[src/rtl/fetch_stall_ctrl.sv]
// PC register and IF/ID pipeline register with stall hold, branch redirect and wrong-path squash.
// Optional STALL_COUNT_EN adds a saturating stall_cycles counter port.
module fetch_stall_ctrl #(
  parameter logic [31:0] RESET_PC    = 32'h0000_0000,
  parameter logic [31:0] PC_STEP     = 32'd4,
  parameter logic [31:0] NOP_INSTR   = 32'h0000_0000,
  parameter int unsigned STALL_CNT_W = 32
) (
  input  logic        clk,
  input  logic        reset_n,
  input  logic        pc_stall,
  input  logic        IF_ID_stall,
  input  logic        branch_taken,
  input  logic [31:0] branch_target,
  output logic [31:0] imem_addr,
  output logic        imem_en,
  input  logic [31:0] imem_rdata,
  output logic [31:0] IF_ID_instr,
  output logic [31:0] IF_ID_pc,
  output logic        IF_ID_valid,
  output logic        ID_bubble
`ifdef STALL_COUNT_EN
  ,
  output logic [STALL_CNT_W-1:0] stall_cycles
`endif
);

  typedef enum logic [1:0] {BOOT, RUN, STALL, FLUSH} state_t;

  state_t      state, state_n;
  logic [31:0] pc, pc_n;
  logic [31:0] fetch_pc, fetch_pc_n;
  logic        fetch_valid, fetch_valid_n;
  logic [31:0] id_instr_n, id_pc_n;
  logic        id_valid_n;
  logic [31:0] hold_instr, hold_instr_n;
  logic [31:0] hold_pc, hold_pc_n;
  logic        hold_valid, hold_valid_n;
  logic [31:0] src_instr, src_pc;
  logic        src_valid;
  logic        stall;

  assign stall     = pc_stall | IF_ID_stall;
  assign imem_addr = pc;
  assign imem_en   = reset_n;
  assign ID_bubble = IF_ID_stall | ~IF_ID_valid;

  // The fetch that was in flight when a stall began is parked in the hold
  // register, so the PC re-fetch during the stall cannot skip it on release.
  always_comb begin
    if (state == STALL) begin
      src_instr = hold_instr;
      src_pc    = hold_pc;
      src_valid = hold_valid;
    end else begin
      src_instr = imem_rdata;
      src_pc    = fetch_pc;
      src_valid = fetch_valid;
    end
  end

  always_comb begin
    state_n       = state;
    pc_n          = pc;
    fetch_pc_n    = fetch_pc;
    fetch_valid_n = fetch_valid;
    id_instr_n    = IF_ID_instr;
    id_pc_n       = IF_ID_pc;
    id_valid_n    = IF_ID_valid;
    hold_instr_n  = hold_instr;
    hold_pc_n     = hold_pc;
    hold_valid_n  = hold_valid;
    unique case (state)
      BOOT: begin
        fetch_pc_n    = pc;
        fetch_valid_n = 1'b1;
        pc_n          = pc + PC_STEP;
        state_n       = RUN;
      end
      RUN, STALL: begin
        if (stall) begin
          fetch_pc_n    = pc;
          fetch_valid_n = 1'b1;
          state_n       = STALL;
          if (state == RUN) begin
            hold_instr_n = imem_rdata;
            hold_pc_n    = fetch_pc;
            hold_valid_n = fetch_valid;
          end
        end else if (branch_taken) begin
          pc_n          = branch_target;
          fetch_pc_n    = pc;
          fetch_valid_n = 1'b0;
          id_instr_n    = NOP_INSTR;
          id_pc_n       = src_pc;
          id_valid_n    = 1'b0;
          state_n       = FLUSH;
        end else begin
          id_instr_n    = src_valid ? src_instr : NOP_INSTR;
          id_pc_n       = src_pc;
          id_valid_n    = src_valid;
          fetch_pc_n    = pc;
          fetch_valid_n = 1'b1;
          pc_n          = pc + PC_STEP;
          state_n       = RUN;
        end
      end
      FLUSH: begin
        id_instr_n    = fetch_valid ? imem_rdata : NOP_INSTR;
        id_pc_n       = fetch_pc;
        id_valid_n    = fetch_valid;
        fetch_pc_n    = pc;
        fetch_valid_n = 1'b1;
        pc_n          = pc + PC_STEP;
        state_n       = RUN;
      end
      default: state_n = BOOT;
    endcase
  end

  always_ff @(posedge clk or negedge reset_n) begin
    if (!reset_n) begin
      state       <= BOOT;
      pc          <= RESET_PC;
      fetch_pc    <= '0;
      fetch_valid <= 1'b0;
      IF_ID_instr <= NOP_INSTR;
      IF_ID_pc    <= '0;
      IF_ID_valid <= 1'b0;
      hold_instr  <= NOP_INSTR;
      hold_pc     <= '0;
      hold_valid  <= 1'b0;
    end else begin
      state       <= state_n;
      pc          <= pc_n;
      fetch_pc    <= fetch_pc_n;
      fetch_valid <= fetch_valid_n;
      IF_ID_instr <= id_instr_n;
      IF_ID_pc    <= id_pc_n;
      IF_ID_valid <= id_valid_n;
      hold_instr  <= hold_instr_n;
      hold_pc     <= hold_pc_n;
      hold_valid  <= hold_valid_n;
    end
  end

`ifdef STALL_COUNT_EN
  always_ff @(posedge clk or negedge reset_n) begin
    if (!reset_n) begin
      stall_cycles <= '0;
    end else if (stall && (stall_cycles != '1)) begin
      stall_cycles <= stall_cycles + 1'b1;
    end
  end
`endif

endmodule
[config.mk]
export PLATFORM = sky130hd
export DESIGN_NAME = fetch_stall_ctrl
export DESIGN_NICKNAME = d
export VERILOG_FILES = /design/src/rtl/fetch_stall_ctrl.sv
export SDC_FILE = /design/constraint.sdc
export NUM_CORES = 1
export LEC_CHECK = 0
export BUFFER_PORTS_ARGS = -buffer_cell sky130_fd_sc_hd__buf_2
export CORE_MARGIN = 3
export CORE_UTILIZATION = 35
export CTS_CLUSTER_SIZE = 30
export DETAILED_ROUTE_END_ITERATION = 10
export PLACE_DENSITY = 0.64
export SLEW_MARGIN = 5
export SYNTH_ARGS = -nofsm -noshare
export SYNTH_HDL_FRONTEND = slang
export SYNTH_SLANG_ARGS = --single-unit
[constraint.sdc]
create_clock -name clk -period 6.62 [get_ports clk]
set_clock_uncertainty 0.2 [all_clocks]
set_input_delay 0.662 -clock clk [delete_from_list [all_inputs] [get_ports clk]]
set_output_delay 0.662 -clock clk [all_outputs]
set_load 0.05 [all_outputs]
# Word-level counts from Yosys, hierarchy flattened
# Index checks and enable logic that the tools add are counted.
# word_totals
reg_bits	197
latch_bits	0
ramBits	0
romBits	0
in_bits	69
out_inout_bits	99
word_cells	48
memories	0
# classes
addsub	1
n_mul	0
div_mod_pow	0
order_cmp	0
eq_ne	4
shift	0
mux	23
bitwise	3
reduce_logical	7
# ops
cell	count
32-bit 2-to-1 mux	10
32-bit case mux with 2 select lines	3
32-bit by 3-bit adder with 32-bit output, second input constant	1
1-bit 2-to-1 mux	5
2-bit == test, second input constant	2
2-bit 2-to-1 mux	2
1-bit case mux with 2 select lines	2
2-bit case mux with 2 select lines	1
2-bit OR reduction	2
4-bit OR reduction	1
3-bit AND reduction	1
2-bit by 1-bit == test with 1-bit output, second input constant	1
2-bit zero test	1
2-bit inequality test, second input constant	1
1-bit bitwise OR	2
2-bit AND reduction	1
2-bit nonzero test	1
1-bit inverter	1

# Depth between registers and ports, before layout
# logic_depth
word_depth	6
mapped_depth	9

# Worst setup path before layout
# No wires, ideal clock.
# synth_timing
path_type	register to register
startpoint	register pc[10] (netlist: imem_addr[10])
endpoint	register pc[25] (netlist: imem_addr[25])
setup_ns	0.126
t_arrival_ns	2.229
required_ns	6.294
setup_slack_ns	4.065
path_stages_with_launch	7
synth_period_minus_slack_ns	2.555
path_cell_list	dfrtp_1 buf_2 nand4_4 nor4_4 nand3_2 or4b_1 o311a_1
# synth_between
elab_chain_cells	4
# synth_lines
element	line	source
from (decl)	31	logic [31:0] pc, pc_n;
from (signal assigned)	135	pc <= pc_n;
32-bit by 3-bit adder with 32-bit output *	77, 104, 114	
32-bit 2-to-1 mux	90	end else if (branch_taken) begin
32-bit 2-to-1 mux	81	if (stall) begin
32-bit case mux with 2 select lines *	73	unique case (state)
# Every way passes the cells marked *; elsewhere a longest branch is shown, timed or not. The select of a mux whose other input is x is not followed.
# A chain may end at the register's enable or synchronous reset.

# Final worst setup path
# layout_timing
startpoint	register state[0]
endpoint	register IF_ID_instr[7]
# layout_between
elab_chain_cells	6
elab_cells_between_ends	13
# layout_lines
element	line	source
from (decl)	30	state_t state, state_n;
from (signal assigned)	134	state <= state_n;
2-bit == test	51, 73	
32-bit 2-to-1 mux or 1-bit 2-to-1 mux (tied branches)	51	if (state == STALL) begin
32-bit 2-to-1 mux	99	id_instr_n = src_valid ? src_instr : NOP_INSTR;
32-bit 2-to-1 mux	90	
32-bit 2-to-1 mux	81	
32-bit case mux with 2 select lines	73	
to (signal assigned)	138	IF_ID_instr <= id_instr_n;
to (decl)	18	output logic [31:0] IF_ID_instr,
# Parallel ways exist; a longest one is shown, timed or not. The select of a mux whose other input is x is not followed.

==> summary.md <==
| Metric | Value |
|---|---|
| Routability Congestion | 0.834 |
| Fmax | 235 MHz |
| Max cap viols | 0 |
| Initial antenna violation count | 0 |
| Netlist cell types | 49 |
| Total GRT Usage | between 10% and 20% |
| CTS tree | yes |
| Crit path DAT | 4.33 ns |
| Syn_area_per_cell | 11.4 sq um |
| Filler Cell Count | between 2000 and 2500 |
| Pins over their slew limit | 0 |
| Row cnt | 55 |
| Cell count after synthesis | 725 |
| DPL Wire Length | between 10000 and 15000 um |
| Worst-case clock buffer depth | 2 |
| Top-Level Pins | 168 |
| Net count after synthesis | roughly 800 |
| Area of the multi-input gates | 0.00313 sq mm |
| DRC errors left | 0 |
| Fin nets | 947 |
| # resized after CTS | 0 |
| Top-area cell type share of the netlist area | 59.7% |
| Avg WL per Cell | ~17 um |
| Starting Density | between 30% and 40% |
| Final setup violation count | 0 |
| Pre-antenna DRT Iters | 5 |
| Post-cts hold buffer count | 0 |
| Synthesis Warnings | 0 |
| Leading area contributor after synthesis | dfrtp_1 |
| First-pass GRT wire length | 32700 um |
| Clk_lat worst skew | 0.43 ns |
| CTS sink count | 197 |
| Critical Path Start Type | flip-flop |
| Antenna Nets Post-Route | 0 |
| Seq. cell area | 0.00493 sq mm |
| Setup Fix Bufs, Post-CTS | 0 |
| Worst-path clk slew | 0.07 ns |
| Post-synthesis sequential area ratio | 59.7% |
| Final hold violation count | 0 |
| Share of layout cells above drive strength 1 | 32.1% |
| Synth-to-Final Area Change | 21.0% |
| Largest net degree at the start of global routing | 87 |
| DR iter-0 viols | 445 |
| Ys flop type | dfrtp_1 |
| Worst-Margin Slew | about 0.95 ns |
| Inserted Clock Buffers | 17 |
| CP Capture Type | flip-flop |
| Core box area | 0.0229 sq mm |
| H-tree depth | 4 |
| Flops & latches, synth | just under 200 |
| Global route overflow | 0 |
| Port buffer count | 167 |
| Post-route minimum period | 4.26 ns |
| Number of diodes | 0 |
| Die height | between 150 and 200 um |
| Vias per inst | 5.07 |
| Die area | 0.0255 sq mm |
| Synthesized cell area | 0.00826 sq mm |
| Vias | 6083 |
| Largest cells by area after synthesis | dfrtp_1 60%, mux2_2 8.9%, o21ai_0 5.0% |
| Final period util | 64.3% |
| RSZ-0062 raised after global routing | false |
| Required @ worst endpoint | roughly 6.7 ns |
| Async SR Flop Fraction | 100% |
| Outcome | complete, no violations |
| Worst-path fanout max | 57 |
| DIE WIDTH | 160 um |
| HP Class | in -> async |
| Setup total negative slack | 0 ns |
| CP Class | reg -> reg |
| EDFF count, synth | 0 |
| Max_slew headroom | 36.4% |
| Number of global-route vias before repair | 5828 |
| Final WL | 20500 um |
| Root buffer cell | clkbuf_16 |
## synth_stat cells, drive strengths merged (2+ instances only)
| cell type | instances |
|---|---|
| dfrtp | 197 |
| nand2 | 93 |
| o21ai | 84 |
| mux2 | 65 |
| clkbuf | 39 |
| nor2 | 37 |
| a22oi | 33 |
| mux2i | 32 |
| a21oi | 29 |
| nand3 | 14 |
| nand4 | 13 |
| inv | 8 |
| buf | 7 |
| a31oi | 6 |
| and3 | 6 |
| nor4 | 5 |
| or3 | 5 |
| a311oi | 4 |
| ha | 4 |
| nor3 | 4 |
| o22a | 4 |
| o22ai | 4 |
| a211oi | 3 |
| o211ai | 3 |
| o311ai | 3 |
| or4 | 3 |
| a41oi | 2 |
| and2 | 2 |
| nand2b | 2 |
| nor2b | 2 |
| or2 | 2 |
## area by class of cell
type	count	share of cell area, %
Clock buffer	20	4.47
Clock inverter	12	1.43
Inverter	9	0.338
Multi-Input combinational cell	473	31.4
Sequential cell	197	49.3
Tap cell	313	3.92
Timing Repair Buffer	176	9.13
## per-layer routing
layer | part of all wire, % | vias up | track usage, %
met3 | 5.7 | 15 | 3.98
li1 | - | 2902 | -
met5 | 0 | - | 0
met4 | 1.0 | 0 | 3.54
met2 | 45 | 192 | 25.1
met1 | 48 | 2974 | 23.0
## registers in the layout, indices dropped and copies added (netlist names)
| signal | count |
|---|---|
| hold_instr | 32 |
| IF_ID_instr | 32 |
| hold_valid | 1 |
| fetch_valid | 1 |
| imem_addr | 32 |
| state | 2 |
| IF_ID_valid | 1 |
| IF_ID_pc | 32 |
| fetch_pc | 32 |
| hold_pc | 32 |
## cell usage in the layout, fill, tap and decap left out, drive strengths merged, types with 3 or more instances in the layout
cell,netlist,final
or4,3,3
or3,5,5
clkbuf,39,21
nand3,14,14
a22oi,33,33
a31oi,6,6
o311ai,3,3
o211ai,3,3
a21oi,29,29
o22a,4,4
a211oi,3,3
nand4,13,13
a311oi,4,4
o22ai,4,4
dfrtp,197,197
ha,4,4
o21ai,84,84
mux2i,32,32
mux2,65,65
nand2,93,93
nor2,37,37
and3,6,6
clkinv,1,3
buf,7,175
inv,8,13
clkinvlp,0,3
nor3,4,4
nor4,5,5
## cell families after synthesis
kind of cell | after synthesis | share of synthesized area (%)
AO/OA/AOI/OAI | 181 | 13.2
adder cells (fa/ha/maj) | 4 | 0.606
buffers and inverters | 55 | 2.64
flip-flops | 197 | 59.7
multiplexers | 97 | 12.7
AND/OR/NAND/NOR | 191 | 11.1
## critical path, cell delays in order, from the launching register on
cell and delay, ns:
dfrtp_1 0.37, inv_1 0.06, ha_1 0.35, o21ba_2 0.76
clkinv_1 0.90, o21ai_4 0.68, buf_4 0.57, o21ai_0 0.19
## metrics by stage
| step | util, % | instances | hold WS [ns] | cell area (sq um) | worst slack (ns) |
|---|---|---|---|---|---|
| after floorplan | - | 725 | 0.166 | 8260 | 4.06 |
| after global placement | 41.0 | 1168 | 0.186 | 9400 | 2.56 |
| after detailed placement | 41.0 | 1168 | 0.187 | 9400 | 2.39 |
| after global routing | 43.6 | 1200 | 0.0968 | 9990 | 2.03 |
| after CTS | 43.6 | 1200 | 0.0854 | 9990 | 2.37 |
| final | 43.6 | 1200 | 0.0468 | 9990 | 2.36 |
## worst paths after layout
| path | from | endpoint | slack, ns | depth (start not counted) |
|---|---|---|---|---|
| max | state[0]$_DFF_PN0_ | IF_ID_instr[7]$_DFFE_PN0P_ | 2.36 | 7 |
| min | reset_n | IF_ID_instr[27]$_DFFE_PN0P_ | 0.05 | 1 |
| max reg2reg | state[0]$_DFF_PN0_ | IF_ID_instr[7]$_DFFE_PN0P_ | 2.36 | 7 |
| min reg2reg | imem_addr[1]$_DFFE_PN0P_ | fetch_pc[1]$_DFF_PN0_ | 0.21 | 0 |
| max in group asynchronous | reset_n | fetch_pc[20]$_DFF_PN0_ | 4.19 | 3 |
| min in group clk | imem_addr[1]$_DFFE_PN0P_ | fetch_pc[1]$_DFF_PN0_ | 0.21 | 0 |
Power is left out: the tool's default activity adds up to more than one toggle a clock period on the data nets, which glitch-free logic cannot reach.
